## config.mk

```make
export PLATFORM = sky130hd
export DESIGN_NAME = alu_cmd_seq
export DESIGN_NICKNAME = d
export VERILOG_FILES = /design/src/rtl/alu_cmd_seq_pkg.sv /design/src/rtl/alu_cmd_fifo.sv /design/src/rtl/alu_cmd_seq.sv
export SDC_FILE = /design/constraint.sdc
export NUM_CORES = 1
export LEC_CHECK = 0
export ABC_AREA = 1
export CAP_MARGIN = 25
export CORE_ASPECT_RATIO = 1.2
export CORE_MARGIN = 4
export CORE_UTILIZATION = 45
export CTS_CLUSTER_DIAMETER = 80
export DETAILED_ROUTE_END_ITERATION = 7
export DONT_BUFFER_PORTS = 1
export SLEW_MARGIN = 20
export SYNTH_ARGS = -nofsm -noshare
export SYNTH_HDL_FRONTEND = slang
export SYNTH_HIERARCHICAL = 1
export SYNTH_SLANG_ARGS = --single-unit
```

## constraint.sdc

```tcl
create_clock -name clk -period 2.4 [get_ports clk]
set_input_delay 0.48 -clock clk [delete_from_list [all_inputs] [get_ports clk]]
set_output_delay 0.48 -clock clk [all_outputs]
set_load 0.02 [all_outputs]
```

## src/rtl/alu_cmd_seq_pkg.sv

```systemverilog
// Shared definitions for the ALU command sequencer.
//   OP_*        : 3-bit ALU control codes driven on alu_ctrl
//   state_e     : sequencer FSM states
//   cmd_entry_t : one queued command; operand fields are MAX_W wide so the
//                 struct can be shared by any instance with W <= MAX_W
//                 (only the low W bits are meaningful).
package alu_cmd_seq_pkg;

    localparam logic [2:0] OP_ADD = 3'b000;
    localparam logic [2:0] OP_SUB = 3'b001;
    localparam logic [2:0] OP_NOT = 3'b010;
    localparam logic [2:0] OP_AND = 3'b011;
    localparam logic [2:0] OP_OR  = 3'b100;
    localparam logic [2:0] OP_XOR = 3'b101;
    localparam logic [2:0] OP_CMP = 3'b110;
    localparam logic [2:0] OP_EQ  = 3'b111;

    localparam int MAX_W = 32;

    typedef enum logic [1:0] {
        IDLE  = 2'd0,
        ISSUE = 2'd1,
        RESP  = 2'd2
    } state_e;

    typedef struct packed {
        logic [2:0]       op;
        logic [MAX_W-1:0] a;
        logic [MAX_W-1:0] b;
        logic             use_acc;
    } cmd_entry_t;

endpackage

```

## src/rtl/alu_cmd_fifo.sv

```systemverilog
// Command queue for alu_cmd_seq.
//   push/push_data : write one entry (ignored while full)
//   pop/pop_data   : pop_data shows the head; pop advances it (ignored while empty)
//   full/empty     : occupancy flags
// Only the low W operand bits are stored; pop_data zero-extends them.
module alu_cmd_fifo
    import alu_cmd_seq_pkg::*;
#(
    parameter int W     = 4,
    parameter int DEPTH = 2
) (
    input  logic       clk,
    input  logic       rst_n,
    input  logic       push,
    input  cmd_entry_t push_data,
    input  logic       pop,
    output cmd_entry_t pop_data,
    output logic       full,
    output logic       empty
);

    localparam int AW = $clog2(DEPTH);
    localparam int EW = 2 * W + 4;

    // Pointers carry one extra wrap bit to tell full from empty.
    logic [AW:0]   wr_ptr_q, wr_ptr_d;
    logic [AW:0]   rd_ptr_q, rd_ptr_d;
    logic [EW-1:0] mem [DEPTH];
    logic [EW-1:0] wr_word;
    logic [EW-1:0] rd_word;
    logic          unused_hi;

    assign unused_hi = ^{push_data.a, push_data.b};
    assign wr_word   = {push_data.op, push_data.a[W-1:0], push_data.b[W-1:0], push_data.use_acc};
    assign rd_word   = mem[rd_ptr_q[AW-1:0]];

    always_comb begin
        pop_data         = '0;
        pop_data.op      = rd_word[EW-1 -: 3];
        pop_data.a       = MAX_W'(rd_word[2*W : W+1]);
        pop_data.b       = MAX_W'(rd_word[W : 1]);
        pop_data.use_acc = rd_word[0];
    end

    assign empty = (wr_ptr_q == rd_ptr_q);
    assign full  = (wr_ptr_q[AW] != rd_ptr_q[AW]) && (wr_ptr_q[AW-1:0] == rd_ptr_q[AW-1:0]);

    always_comb begin
        wr_ptr_d = wr_ptr_q;
        rd_ptr_d = rd_ptr_q;
        if (push && !full) wr_ptr_d = wr_ptr_q + 1'b1;
        if (pop && !empty) rd_ptr_d = rd_ptr_q + 1'b1;
    end

    always_ff @(posedge clk or negedge rst_n) begin
        if (!rst_n) begin
            wr_ptr_q <= '0;
            rd_ptr_q <= '0;
        end else begin
            wr_ptr_q <= wr_ptr_d;
            rd_ptr_q <= rd_ptr_d;
        end
    end

    always_ff @(posedge clk) begin
        if (push && !full) mem[wr_ptr_q[AW-1:0]] <= wr_word;
    end

endmodule

```

## src/rtl/alu_cmd_seq.sv

```systemverilog
// ALU command sequencer: queues commands, drives an external combinational
// ALU through registered operands, captures its result and flags into a
// response register held until rsp_ready, and keeps an accumulator plus a
// completed-response counter.
//   cmd_*          : command handshake and payload (cmd_use_acc swaps a for acc)
//   acc_clr        : synchronous accumulator clear, wins over a result load
//   alu_a/b/ctrl   : registered ALU drive; alu_res/car/of come back combinationally
//   rsp_*          : response handshake, result, flags, zero flag
//   acc, op_cnt    : accumulator and wrapping 8-bit response count
//   busy           : FSM active or commands still queued
module alu_cmd_seq
    import alu_cmd_seq_pkg::*;
#(
    parameter int W     = 4,
    parameter int DEPTH = 2
) (
    input  logic         clk,
    input  logic         rst_n,
    input  logic         cmd_valid,
    output logic         cmd_ready,
    input  logic [2:0]   cmd_op,
    input  logic [W-1:0] cmd_a,
    input  logic [W-1:0] cmd_b,
    input  logic         cmd_use_acc,
    input  logic         acc_clr,
    output logic [W-1:0] alu_a,
    output logic [W-1:0] alu_b,
    output logic [2:0]   alu_ctrl,
    input  logic [W-1:0] alu_res,
    input  logic         alu_car,
    input  logic         alu_of,
    output logic         rsp_valid,
    input  logic         rsp_ready,
    output logic [W-1:0] rsp_res,
    output logic         rsp_car,
    output logic         rsp_of,
    output logic         rsp_zero,
    output logic [W-1:0] acc,
    output logic [7:0]   op_cnt,
    output logic         busy
);

    state_e     state_q, state_d;
    cmd_entry_t push_entry, head;
    logic       fifo_full, fifo_empty, pop, rsp_hs, unused_hi;

    logic [W-1:0] alu_a_q, alu_a_d, alu_b_q, alu_b_d, rsp_res_q, rsp_res_d, acc_q, acc_d;
    logic [2:0]   alu_ctrl_q, alu_ctrl_d;
    logic         rsp_valid_q, rsp_valid_d, rsp_car_q, rsp_car_d;
    logic         rsp_of_q, rsp_of_d, rsp_zero_q, rsp_zero_d;
    logic [7:0]   op_cnt_q, op_cnt_d;

    always_comb begin
        push_entry         = '0;
        push_entry.op      = cmd_op;
        push_entry.a       = MAX_W'(cmd_a);
        push_entry.b       = MAX_W'(cmd_b);
        push_entry.use_acc = cmd_use_acc;
    end

    alu_cmd_fifo #(.W(W), .DEPTH(DEPTH)) u_fifo (
        .clk      (clk),
        .rst_n    (rst_n),
        .push     (cmd_valid && cmd_ready),
        .push_data(push_entry),
        .pop      (pop),
        .pop_data (head),
        .full     (fifo_full),
        .empty    (fifo_empty)
    );

    assign unused_hi = ^{head.a, head.b};
    assign cmd_ready = !fifo_full;
    assign rsp_hs    = (state_q == RESP) && rsp_ready;
    // Every entry into ISSUE pops the head.
    assign pop       = !fifo_empty && ((state_q == IDLE) || rsp_hs);

    always_ff @(posedge clk or negedge rst_n) begin
        if (!rst_n) state_q <= IDLE;
        else        state_q <= state_d;
    end

    always_comb begin
        state_d = state_q;
        case (state_q)
            IDLE:    if (!fifo_empty) state_d = ISSUE;
            ISSUE:   state_d = RESP;
            RESP:    if (rsp_ready) state_d = fifo_empty ? IDLE : ISSUE;
            default: state_d = IDLE;
        endcase
    end

    always_comb begin
        alu_a_d     = alu_a_q;
        alu_b_d     = alu_b_q;
        alu_ctrl_d  = alu_ctrl_q;
        rsp_valid_d = rsp_valid_q;
        rsp_res_d   = rsp_res_q;
        rsp_car_d   = rsp_car_q;
        rsp_of_d    = rsp_of_q;
        rsp_zero_d  = rsp_zero_q;
        acc_d       = acc_q;
        op_cnt_d    = op_cnt_q;
        // acc_q already holds the previous result here, since the result
        // load on leaving ISSUE always precedes the next pop.
        if (pop) begin
            alu_a_d    = head.use_acc ? acc_q : head.a[W-1:0];
            alu_b_d    = head.b[W-1:0];
            alu_ctrl_d = head.op;
        end
        if (state_q == ISSUE) begin
            rsp_valid_d = 1'b1;
            rsp_res_d   = alu_res;
            rsp_car_d   = alu_car;
            rsp_of_d    = alu_of;
            rsp_zero_d  = (alu_res == '0);
            acc_d       = alu_res;
        end
        if (rsp_hs) begin
            rsp_valid_d = 1'b0;
            op_cnt_d    = op_cnt_q + 8'd1;
        end
        if (acc_clr) acc_d = '0;
    end

    always_ff @(posedge clk or negedge rst_n) begin
        if (!rst_n) begin
            alu_a_q     <= '0;
            alu_b_q     <= '0;
            alu_ctrl_q  <= '0;
            rsp_valid_q <= 1'b0;
            rsp_res_q   <= '0;
            rsp_car_q   <= 1'b0;
            rsp_of_q    <= 1'b0;
            rsp_zero_q  <= 1'b1;
            acc_q       <= '0;
            op_cnt_q    <= '0;
        end else begin
            alu_a_q     <= alu_a_d;
            alu_b_q     <= alu_b_d;
            alu_ctrl_q  <= alu_ctrl_d;
            rsp_valid_q <= rsp_valid_d;
            rsp_res_q   <= rsp_res_d;
            rsp_car_q   <= rsp_car_d;
            rsp_of_q    <= rsp_of_d;
            rsp_zero_q  <= rsp_zero_d;
            acc_q       <= acc_d;
            op_cnt_q    <= op_cnt_d;
        end
    end

    assign alu_a     = alu_a_q;
    assign alu_b     = alu_b_q;
    assign alu_ctrl  = alu_ctrl_q;
    assign rsp_valid = rsp_valid_q;
    assign rsp_res   = rsp_res_q;
    assign rsp_car   = rsp_car_q;
    assign rsp_of    = rsp_of_q;
    assign rsp_zero  = rsp_zero_q;
    assign acc       = acc_q;
    assign op_cnt    = op_cnt_q;
    assign busy      = (state_q != IDLE) || !fifo_empty;

endmodule

```

==> impl_metrics.ini <==
[setup_path]
path_class = flop to flop
r2r_start = u_fifo/rd_ptr_q[0]
cp_max_fo = 14
r2r_setup_slack_ns = 0.47
cp_data_required_time_ns = 2.37
worstSetupStartpoint = u_fifo/rd_ptr_q[0]
start_kind = flop
crit_arrival_ns = 1.90
r2r_end = u_fifo/mem[1][5]
reg2regPathDepth = 10
endpoint_kind = flop

[yosys]
synth_warnings = 6
syn_avg_cell_area_um2 = 9.831
synthCells = 259
synth_nets = 283
syn_area_um2 = 2546

[place]
portBuffers = 0
place_congestion = 0.7434
place_hpwl_um = 3161

[sta]
rsz0062_at_grt = no
tns_ns = 0
finalCritPeriodShare_pct = 80.44
fmax_mhz = 518.0
hold_ws_ns = 0.2007
max-slew-margin-rel_pct = 67.35
finalClockSkew_ns = 0.006250
min_period_ns = 1.931
hold_viol_final = 0
setup_viol = 0
worst_pin_slew_ns = 0.4892
slew_violations = 0

[worst_hold_path]
hold_path_class = input pin to flop
hold_start = acc_clr
hold-path-cell-count = 1
worstHoldEndpoint = acc[3]

[route]
dr.first_iter.drc_count = 47
dr.pass1.iters = 4
via_count = 1619
ant_nets = 0
wl_per_cell_um = 13.70
drt-total-wl_um = 4590
vias_per_cell = 4.833
drc = 0

[cts]
cts_resized = 0
htreeDepth = 3
cts_tree = built
cts.sinks = 61
cts_root_buf = clkbuf_8
clock_latency_ns = 0.33
cts_made_buffers = 9
cts_setup_buffers = 0
clkSlewWorstSetupHoldPaths_ns = 0.07
clock_path_buffers = 2

[floorplan]
coreArea_um2 = 5370
chipHeight_um = 90.40
die-area_um2 = 6931
ios = 56
start_util_pct = 47.41
fp-row-count = 29
dieWidth_um = 76.67

[run_status]
run_status = finished clean

[finish]
mostFrequentLayoutCell = nand2_1
multi_input_area_um2 = 764.5
fin_nets = 292
final_cell_mix = 113 x nand2_1, 36 x dfrtp_1, 24 x edfxtp_1, 21 x inv_1, 11 x o21ai_0
drive_gt1_share_pct = 13.19
synthToLayoutAreaGrowth_pct = 12.38
nFillCells = 472
regArea_um2 = 1648
antenna_cells = 0

[global_routing]
globalRouteOverflowTotal = 0
first_global_vias = 1645
track_usage_pct = 14.65
grt_start_max_net_pins = 38
antenna_found_initial = 0
grt_pass1_wl_um = 7866

[power]
power.density_nw_per_um2 = 1475
irDropWorstVdd_v = 0.0006496
leakagePower_nw = 1.395

[flow_run]
cap_violations = 0
where the power goes:
part / internal (mW) / switching (mW)
Combinational: 0.383 / 0.798
Clock: 0.683 / 0.388
Sequential: 1.49 / 0.481
worst max-delay path, stage by stage (launching register included):
cell and delay, ns:
dfrtp_1 0.42, inv_4 0.10, nand2_2 0.09, nand2_4 0.06, nand2_4 0.08, inv_1 0.05, nor2_1 0.17, nand2_1 0.07
inv_1 0.08, nand2_2 0.06, inv_1 0.37
worst max-delay path by stage:
stage                                   to  slack, ns  depth (start not counted)
final                     u_fifo/mem[1][5]       0.47                         10
after CTS                 u_fifo/mem[1][5]       0.44                         10
after detailed placement  u_fifo/mem[1][2]       0.47                         10
after floorplan           u_fifo/mem[1][0]       0.70                         10
after global routing      u_fifo/mem[1][5]       0.31                         10
after global placement    u_fifo/mem[1][2]       0.53                         10
stage by stage:
| step | power (mW) | std cells | utilization [%] | instance area, um2 | setup WS, ns |
|---|---|---|---|---|---|
| after global routing | 4.584 | 335 | 53.29 | 2861 | 0.3104 |
| after global placement | 3.163 | 317 | 48.30 | 2594 | 0.5332 |
| after CTS | 4.303 | 335 | 53.29 | 2861 | 0.4427 |
| after floorplan | 2.945 | 259 | - | 2546 | 0.6982 |
| final | 4.221 | 335 | 53.29 | 2861 | 0.4695 |
| after detailed placement | 3.194 | 317 | 48.30 | 2594 | 0.4662 |
final cells by class:
| cell class | instances | share of cell area, % |
|---|---|---|
| clock buffers | 9 | 4.329 |
| well taps | 62 | 2.711 |
| repair buffers | 3 | 1.312 |
| clock inverters | 7 | 3.979 |
| flip-flops and latches | 61 | 57.59 |
| inverters | 25 | 3.367 |
| multi-input cells | 168 | 26.72 |
flip-flops by register name, indices dropped and copies added (netlist names):
signal           cells
alu_a                4
rsp_valid            1
op_cnt               8
alu_ctrl             3
u_fifo/wr_ptr_q      2
alu_b                4
rsp_zero             1
u_fifo/mem          24
acc                  4
rsp_car              1
rsp_of               1
state_q              2
rsp_res              4
u_fifo/rd_ptr_q      2
layer usage:
layer | track usage, % | share of wire (%)
met1 | 16.35 | 41
met2 | 22.97 | 48
met5 | 0 | 0
met3 | 5.888 | 8.2
met4 | 9.517 | 2.7
timing repair:
action                     CTS  global route
hold buffers                 2             0
setup endpoints to repair    0             0
hold endpoints to repair    37             0
Note: power is estimated with default switching activity, not from simulation.
